`src/rtl/i2c_master.sv`:
```
// ---------------------------------------------------------------------------
// i2c_master
// Single-byte I2C initiator. Each accepted command produces START, the
// address byte {cmd_addr, cmd_rw}, one data byte (written or read) and STOP.
// Both pads are open-drain style: *_o = 0 pulls the line low and *_o = 1
// releases it.
//
// Parameters
//   CLK_DIV    clk cycles per quarter SCL period (>= 2)
//
// Ports
//   clk        system clock
//   reset      synchronous, active-high reset
//   scl_i      sampled SCL line (used only for clock stretching)
//   scl_o      SCL drive, 0 = pull low, 1 = release
//   sda_i      sampled SDA line
//   sda_o      SDA drive, 0 = pull low, 1 = release
//   cmd_valid  command request
//   cmd_ready  high only while idle; accept = cmd_valid & cmd_ready
//   cmd_addr   7-bit target address, captured at accept
//   cmd_rw     0 = write, 1 = read, captured at accept
//   cmd_wdata  write byte, captured at accept
//   rd_data    read byte, updated with done of a completed read
//   done       one-cycle pulse at transaction end
//   ack_err    address or write-data NACK seen; valid with done,
//              held until the next accept
//   busy       high from accept until done
//
// Optional feature
//   I2C_STRETCH_EN  when defined, the quarter timer freezes in the SCL-high
//                   phase of every bit slot while scl_i reads 0, so a target
//                   may stretch the clock. When undefined, scl_i is unused.
// ---------------------------------------------------------------------------
//
// state | meaning
// IDLE  | lines released, waiting for a command
// START | 4 quarters: SDA falls while SCL is high
// ADDR  | 8 bit slots, address byte MSB first
// AACK  | address acknowledge slot, SDA released and sampled
// DATA  | 8 bit slots, write byte driven or read byte sampled
// DACK  | data acknowledge slot; sampled on write, NACK driven on read
// STOP  | 4 quarters: SDA rises while SCL is high
module i2c_master #(
    parameter int CLK_DIV = 4
) (
    input  logic       clk,
    input  logic       reset,
    input  logic       scl_i,
    output logic       scl_o,
    input  logic       sda_i,
    output logic       sda_o,
    input  logic       cmd_valid,
    output logic       cmd_ready,
    input  logic [6:0] cmd_addr,
    input  logic       cmd_rw,
    input  logic [7:0] cmd_wdata,
    output logic [7:0] rd_data,
    output logic       done,
    output logic       ack_err,
    output logic       busy
);

    typedef enum logic [2:0] {
        IDLE,
        START,
        ADDR,
        AACK,
        DATA,
        DACK,
        STOP
    } state_t;

    localparam int DW = (CLK_DIV > 1) ? $clog2(CLK_DIV) : 1;
    localparam logic [DW-1:0] DIV_LAST = DW'(CLK_DIV - 1);

    state_t        state;
    logic [1:0]    quarter;
    logic [DW-1:0] div_cnt;
    logic [2:0]    bit_cnt;
    logic [7:0]    shreg;
    logic [7:0]    wdata_q;
    logic          rw_q;
    logic          samp;
    logic          err_q;
    logic          addr_nack;

    logic          accept;
    logic          slot_state;
    logic          hold;
    logic          tick;

    state_t        state_n;
    logic [1:0]    quarter_n;
    logic [2:0]    bit_cnt_n;
    logic [7:0]    shreg_n;

    assign accept     = cmd_valid & cmd_ready;
    assign slot_state = (state == ADDR) || (state == AACK) ||
                        (state == DATA) || (state == DACK);

`ifdef I2C_STRETCH_EN
    // SCL is released on entry to q2; a target holding it low freezes time.
    assign hold = slot_state && (quarter == 2'd2) && !scl_i;
`else
    logic unused_scl;
    assign unused_scl = scl_i;
    assign hold       = 1'b0;
`endif

    // End of the current quarter.
    assign tick = (state != IDLE) && (div_cnt == '0) && !hold;

    // Line levels {scl, sda} for a given state/quarter. b is the current
    // outgoing bit; rd releases SDA through the whole read data byte.
    function automatic logic [1:0] lines(input state_t s, input logic [1:0] q,
                                         input logic b, input logic rd);
        logic [1:0] r;
        r = 2'b11;
        case (s)
            IDLE:       r = 2'b11;
            START:      r = {1'b1, ~q[1]};
            ADDR:       r = {q[1], b};
            AACK, DACK: r = {q[1], 1'b1};
            DATA:       r = {q[1], rd | b};
            STOP:       r = {q != 2'd0, q[1]};
            default:    r = 2'b11;
        endcase
        return r;
    endfunction

    always_comb begin
        state_n   = state;
        quarter_n = quarter;
        bit_cnt_n = bit_cnt;
        shreg_n   = shreg;
        if (state == IDLE) begin
            if (accept) begin
                state_n   = START;
                quarter_n = 2'd0;
                shreg_n   = {cmd_addr, cmd_rw};
            end
        end else if (tick) begin
            if (quarter != 2'd3) begin
                quarter_n = quarter + 2'd1;
            end else begin
                quarter_n = 2'd0;
                case (state)
                    START: begin
                        state_n   = ADDR;
                        bit_cnt_n = 3'd7;
                    end
                    ADDR: begin
                        shreg_n = {shreg[6:0], samp};
                        if (bit_cnt == 3'd0) state_n = AACK;
                        else                 bit_cnt_n = bit_cnt - 3'd1;
                    end
                    AACK: begin
                        if (samp) begin
                            state_n = STOP;
                        end else begin
                            state_n   = DATA;
                            bit_cnt_n = 3'd7;
                            shreg_n   = wdata_q;
                        end
                    end
                    DATA: begin
                        // Write: shifts the next bit to the top.
                        // Read: accumulates samples MSB first.
                        shreg_n = {shreg[6:0], samp};
                        if (bit_cnt == 3'd0) state_n = DACK;
                        else                 bit_cnt_n = bit_cnt - 3'd1;
                    end
                    DACK:    state_n = STOP;
                    STOP:    state_n = IDLE;
                    default: state_n = IDLE;
                endcase
            end
        end
    end

    always_ff @(posedge clk) begin
        if (reset) begin
            state     <= IDLE;
            quarter   <= 2'd0;
            div_cnt   <= DIV_LAST;
            bit_cnt   <= 3'd0;
            shreg     <= 8'h00;
            wdata_q   <= 8'h00;
            rw_q      <= 1'b0;
            samp      <= 1'b1;
            err_q     <= 1'b0;
            addr_nack <= 1'b0;
            scl_o     <= 1'b1;
            sda_o     <= 1'b1;
            cmd_ready <= 1'b1;
            busy      <= 1'b0;
            done      <= 1'b0;
            ack_err   <= 1'b0;
            rd_data   <= 8'h00;
        end else begin
            state          <= state_n;
            quarter        <= quarter_n;
            bit_cnt        <= bit_cnt_n;
            shreg          <= shreg_n;
            {scl_o, sda_o} <= lines(state_n, quarter_n, shreg_n[7], rw_q);
            done           <= 1'b0;

            if (state == IDLE)
                div_cnt <= DIV_LAST;
            else if (!hold)
                div_cnt <= (div_cnt == '0) ? DIV_LAST : div_cnt - 1'b1;

            if (accept) begin
                wdata_q   <= cmd_wdata;
                rw_q      <= cmd_rw;
                err_q     <= 1'b0;
                addr_nack <= 1'b0;
                ack_err   <= 1'b0;
                cmd_ready <= 1'b0;
                busy      <= 1'b1;
            end

            // SDA is only looked at in the last cycle of the SCL-high q2.
            if (tick && slot_state && (quarter == 2'd2))
                samp <= sda_i;

            if (tick && (quarter == 2'd3)) begin
                case (state)
                    AACK: begin
                        if (samp) begin
                            err_q     <= 1'b1;
                            addr_nack <= 1'b1;
                        end
                    end
                    DACK: begin
                        if (!rw_q && samp) err_q <= 1'b1;
                    end
                    STOP: begin
                        done      <= 1'b1;
                        busy      <= 1'b0;
                        cmd_ready <= 1'b1;
                        ack_err   <= err_q;
                        if (rw_q && !addr_nack) rd_data <= shreg;
                    end
                    default: ;
                endcase
            end
        end
    end

endmodule

```
`config.mk`:
```
export PLATFORM = sky130hd
export DESIGN_NAME = i2c_master
export DESIGN_NICKNAME = d
export VERILOG_FILES = /design/src/rtl/i2c_master.sv
export SDC_FILE = /design/constraint.sdc
export NUM_CORES = 1
export LEC_CHECK = 0
export BUFFER_PORTS_ARGS = -buffer_cell sky130_fd_sc_hd__buf_4
export CAP_MARGIN = 10
export CORE_ASPECT_RATIO = 1.1
export CORE_MARGIN = 4
export CORE_UTILIZATION = 50
export CTS_BUF_LIST = sky130_fd_sc_hd__clkbuf_16
export DETAILED_ROUTE_END_ITERATION = 8
export PLACE_DENSITY = 0.75
export SKIP_CTS_REPAIR_TIMING = 1
export SLEW_MARGIN = 20
export SYNTH_ARGS = -nofsm -noshare
export SYNTH_HDL_FRONTEND = slang
export SYNTH_SLANG_ARGS = --single-unit
```
`constraint.sdc`:
```
create_clock -name clk -period 1.85 [get_ports clk]
set_input_delay 0.2775 -clock clk [delete_from_list [all_inputs] [get_ports clk]]
set_output_delay 0.2775 -clock clk [all_outputs]
set_load 0.005 [all_outputs]
```
==> reports/metrics.csv <==
stage;metric;value;unit
outcome;status;complete, no violations;
cts;htreeDepth;2;
grt;overflow;0;
synthesis;ys_ff_latch;44;
placed_design;portBuffers;33;
cts;clock_path_buffers;2;
floorplanning;start_util;51.9;%
power;power.density;785;nW/um^2
grt;antenna_found_initial;0;
timing;setup_viol;0;
layout;fin_nets;316;
synthesis;async_flop_share;0;%
timing;hold_slack;0.205;ns
layout;drive_gt1_share;29.6;%
setup_path;crit_arrival;1.93;ns
synthesis;yosysWarnings;0;
layout;antenna_cells;0;
floorplanning;die-area;5240;sq um
drt;first_iter_violations;180;
timing;setup_ws;0.0893;ns
layout;fill_cells;295;
synthesis;yosysTopAreaCellShare;42.5;%
power;p_leak;1.13;nW
grt;grt_pass1_vias;1883;
timing;tightest_slew;0.419;ns
worst_hold_path;min_path_type;input port to flip-flop;
synthesis;ys.flop_type;dfxtp_1;
placed_design;gp_congestion;0.922;
timing;min_period;1.76;ns
cts;cts_tree;done;
floorplanning;die_h;75.6;um
synthesis;yosys-top-cells-area;dfxtp_1 (42%), mux2i_1 (5.3%), nor2_1 (5.1%);
floorplanning;num_rows;24;
synthesis;synth.cell_area;2070;sq um
synthesis;yosysMostFrequentCell;dfxtp_1;
drt;post_drt_wl_per_cell;16.2;um
synthesis;syn-instance-count;239;
cts;cts_root_buf;clkbuf_16;
setup_path;startpoint_type;flip-flop;
setup_path;cp_max_fo;4;
timing;finClkSkew;0.00482;ns
timing;final_max_slew_viol_count;0;
setup_path;startpoint;bit_cnt[0];
grt;grt_max_degree;43;
floorplanning;die-width;69.4;um
worst_hold_path;min-delay-start;cmd_valid;
placed_design;dpl.hpwl;3580;um
drt;wl;5550;um
drt;ant_nets;0;
cts;cts_buffers;5;
synthesis;avgSynthCellArea;8.68;sq um
setup_path;reg2reg_from;bit_cnt[0];
synthesis;yosys.area.top_type;dfxtp_1;
drt;drc;0;
synthesis;synth_cell_type_count;46;
setup_path;required;2.02;ns
drt;dr.pass1.iters;7;
layout;area_growth;33.8;%
drt;vias;2024;
flow_run;drv_cap;0;
timing;fmax;568;MHz
timing;finalCritPeriodShare;95.2;%
cts;clkTransAtPathRegs;0.06;ns
cts;cts.sink_count;44;
floorplanning;core;3990;sq um
synthesis;synth_common_cells;dfxtp_1 (44), nor2_1 (28), nand2_1 (25);
power;ir_worst_vdd;0.713;mV
floorplanning;ios;35;
timing;hold_viol;0;
setup_path;crit_type;flip-flop to flip-flop;
grt;grt_pass1_wl;8820;um
placed_design;place_ws;-0.0190;ns
synthesis;ys_seq_area_share;42.5;%
timing;slew-limit-headroom;72.1;%
cts;clk_latency;0.29;ns
grt;grt.total_usage;21.4;%
synthesis;synth_nets;265;
synthesis;synth-edff-count;0;
setup_path;end_kind;flip-flop;
drt;routed_via_density;5.90;
cells by family (layout without fill, tap and decap cells):
family          after synthesis  in the layout  share of synthesized area (%)
compound gates               67             67                           24.1
flops                        44             44                           42.5
mux                          12             12                           5.85
simple gates                 84             84                           18.8
buf+inv                      26             78                           5.25
fa+ha+maj                     6              6                           3.50
registers in the layout, indices dropped and copies added (netlist names), 2 cells and up:
name / count
bit_cnt: 3
div_cnt: 2
quarter: 2
rd_data: 8
shreg: 8
state: 3
wdata_q: 8
final timing paths:
| kind | endpoint | slack, ns | cells after the start |
|---|---|---|---|
| worst max-delay path | scl_o | 0.09 | 7 |
| worst max register to register | scl_o | 0.09 | 7 |
| worst min register to register | div_cnt[0] | 0.38 | 1 |
| worst min-delay path | cmd_ready | 0.21 | 2 |
area by class of cell:
class	count	area [sq um]	area share [%]
multi-input cells	169	1160	41.7
flip-flops and latches	44	891	32.1
repair buffers	59	455	16.4
clock buffers	5	125	4.51
well taps	52	65.1	2.34
inverters	11	41.3	1.49
clock inverters	3	38.8	1.40
per-stage QoR:
stage                     instances  power (mW)  setup TNS (ns)  util [%]  area [sq um]
after floorplan                 239        1.12               0         -          2070
after global placement          332        1.19         -0.0179      62.7          2500
after detailed placement        332        1.20         -0.0190      62.7          2500
after CTS                       340        2.17          -0.509      66.8          2670
after global routing            343        2.25         -0.0340      69.5          2780
final                           343        2.18               0      69.5          2780
critical path: stages (launching register included):
cell,delay [ns]
dfxtp_1,0.34
inv_1,0.06
ha_1,0.20
ha_1,0.24
nand3_2,0.13
maj3_1,0.18
o211ai_1,0.09
a2111o_1,0.41
power breakdown:
part / internal (mW) / switching (mW)
logic: 0.0915 / 0.0923
clock network: 0.630 / 0.365
registers: 0.976 / 0.0256
total: 1.70 / 0.483
cell usage in the layout (no fill, tap or decap), types with 2 or more instances in the layout:
| cell type | count |
|---|---|
| and2_1 | 2 |
| a21oi_1 | 17 |
| ha_1 | 3 |
| a221oi_1 | 2 |
| inv_1 | 12 |
| o21a_1 | 2 |
| mux2i_1 | 11 |
| a222oi_1 | 7 |
| dfxtp_2 | 2 |
| and3_1 | 4 |
| dfxtp_1 | 40 |
| o21ai_0 | 8 |
| nor2_1 | 28 |
| dfxtp_4 | 2 |
| buf_4 | 58 |
| a32oi_1 | 2 |
| nand2b_1 | 2 |
| clkbuf_16 | 5 |
| nor2b_1 | 4 |
| nand2_1 | 24 |
| o211ai_1 | 4 |
| nor3_1 | 6 |
| nand3_1 | 5 |
| a311oi_1 | 2 |
| a22o_1 | 8 |
| ha_4 | 2 |
metal layers:
metal | track usage (%) | up-vias | wire length, um | part of all wire (%)
met1 | 24.9 | 954 | 2180 | 39
li1 | - | 968 | - | -
met5 | 0 | - | 0 | 0
met4 | 11.1 | 0 | 174 | 3.1
met2 | 38.0 | 85 | 2890 | 52
met3 | 4.35 | 17 | 310 | 5.6
Note: power is estimated with default switching activity, not from simulation.
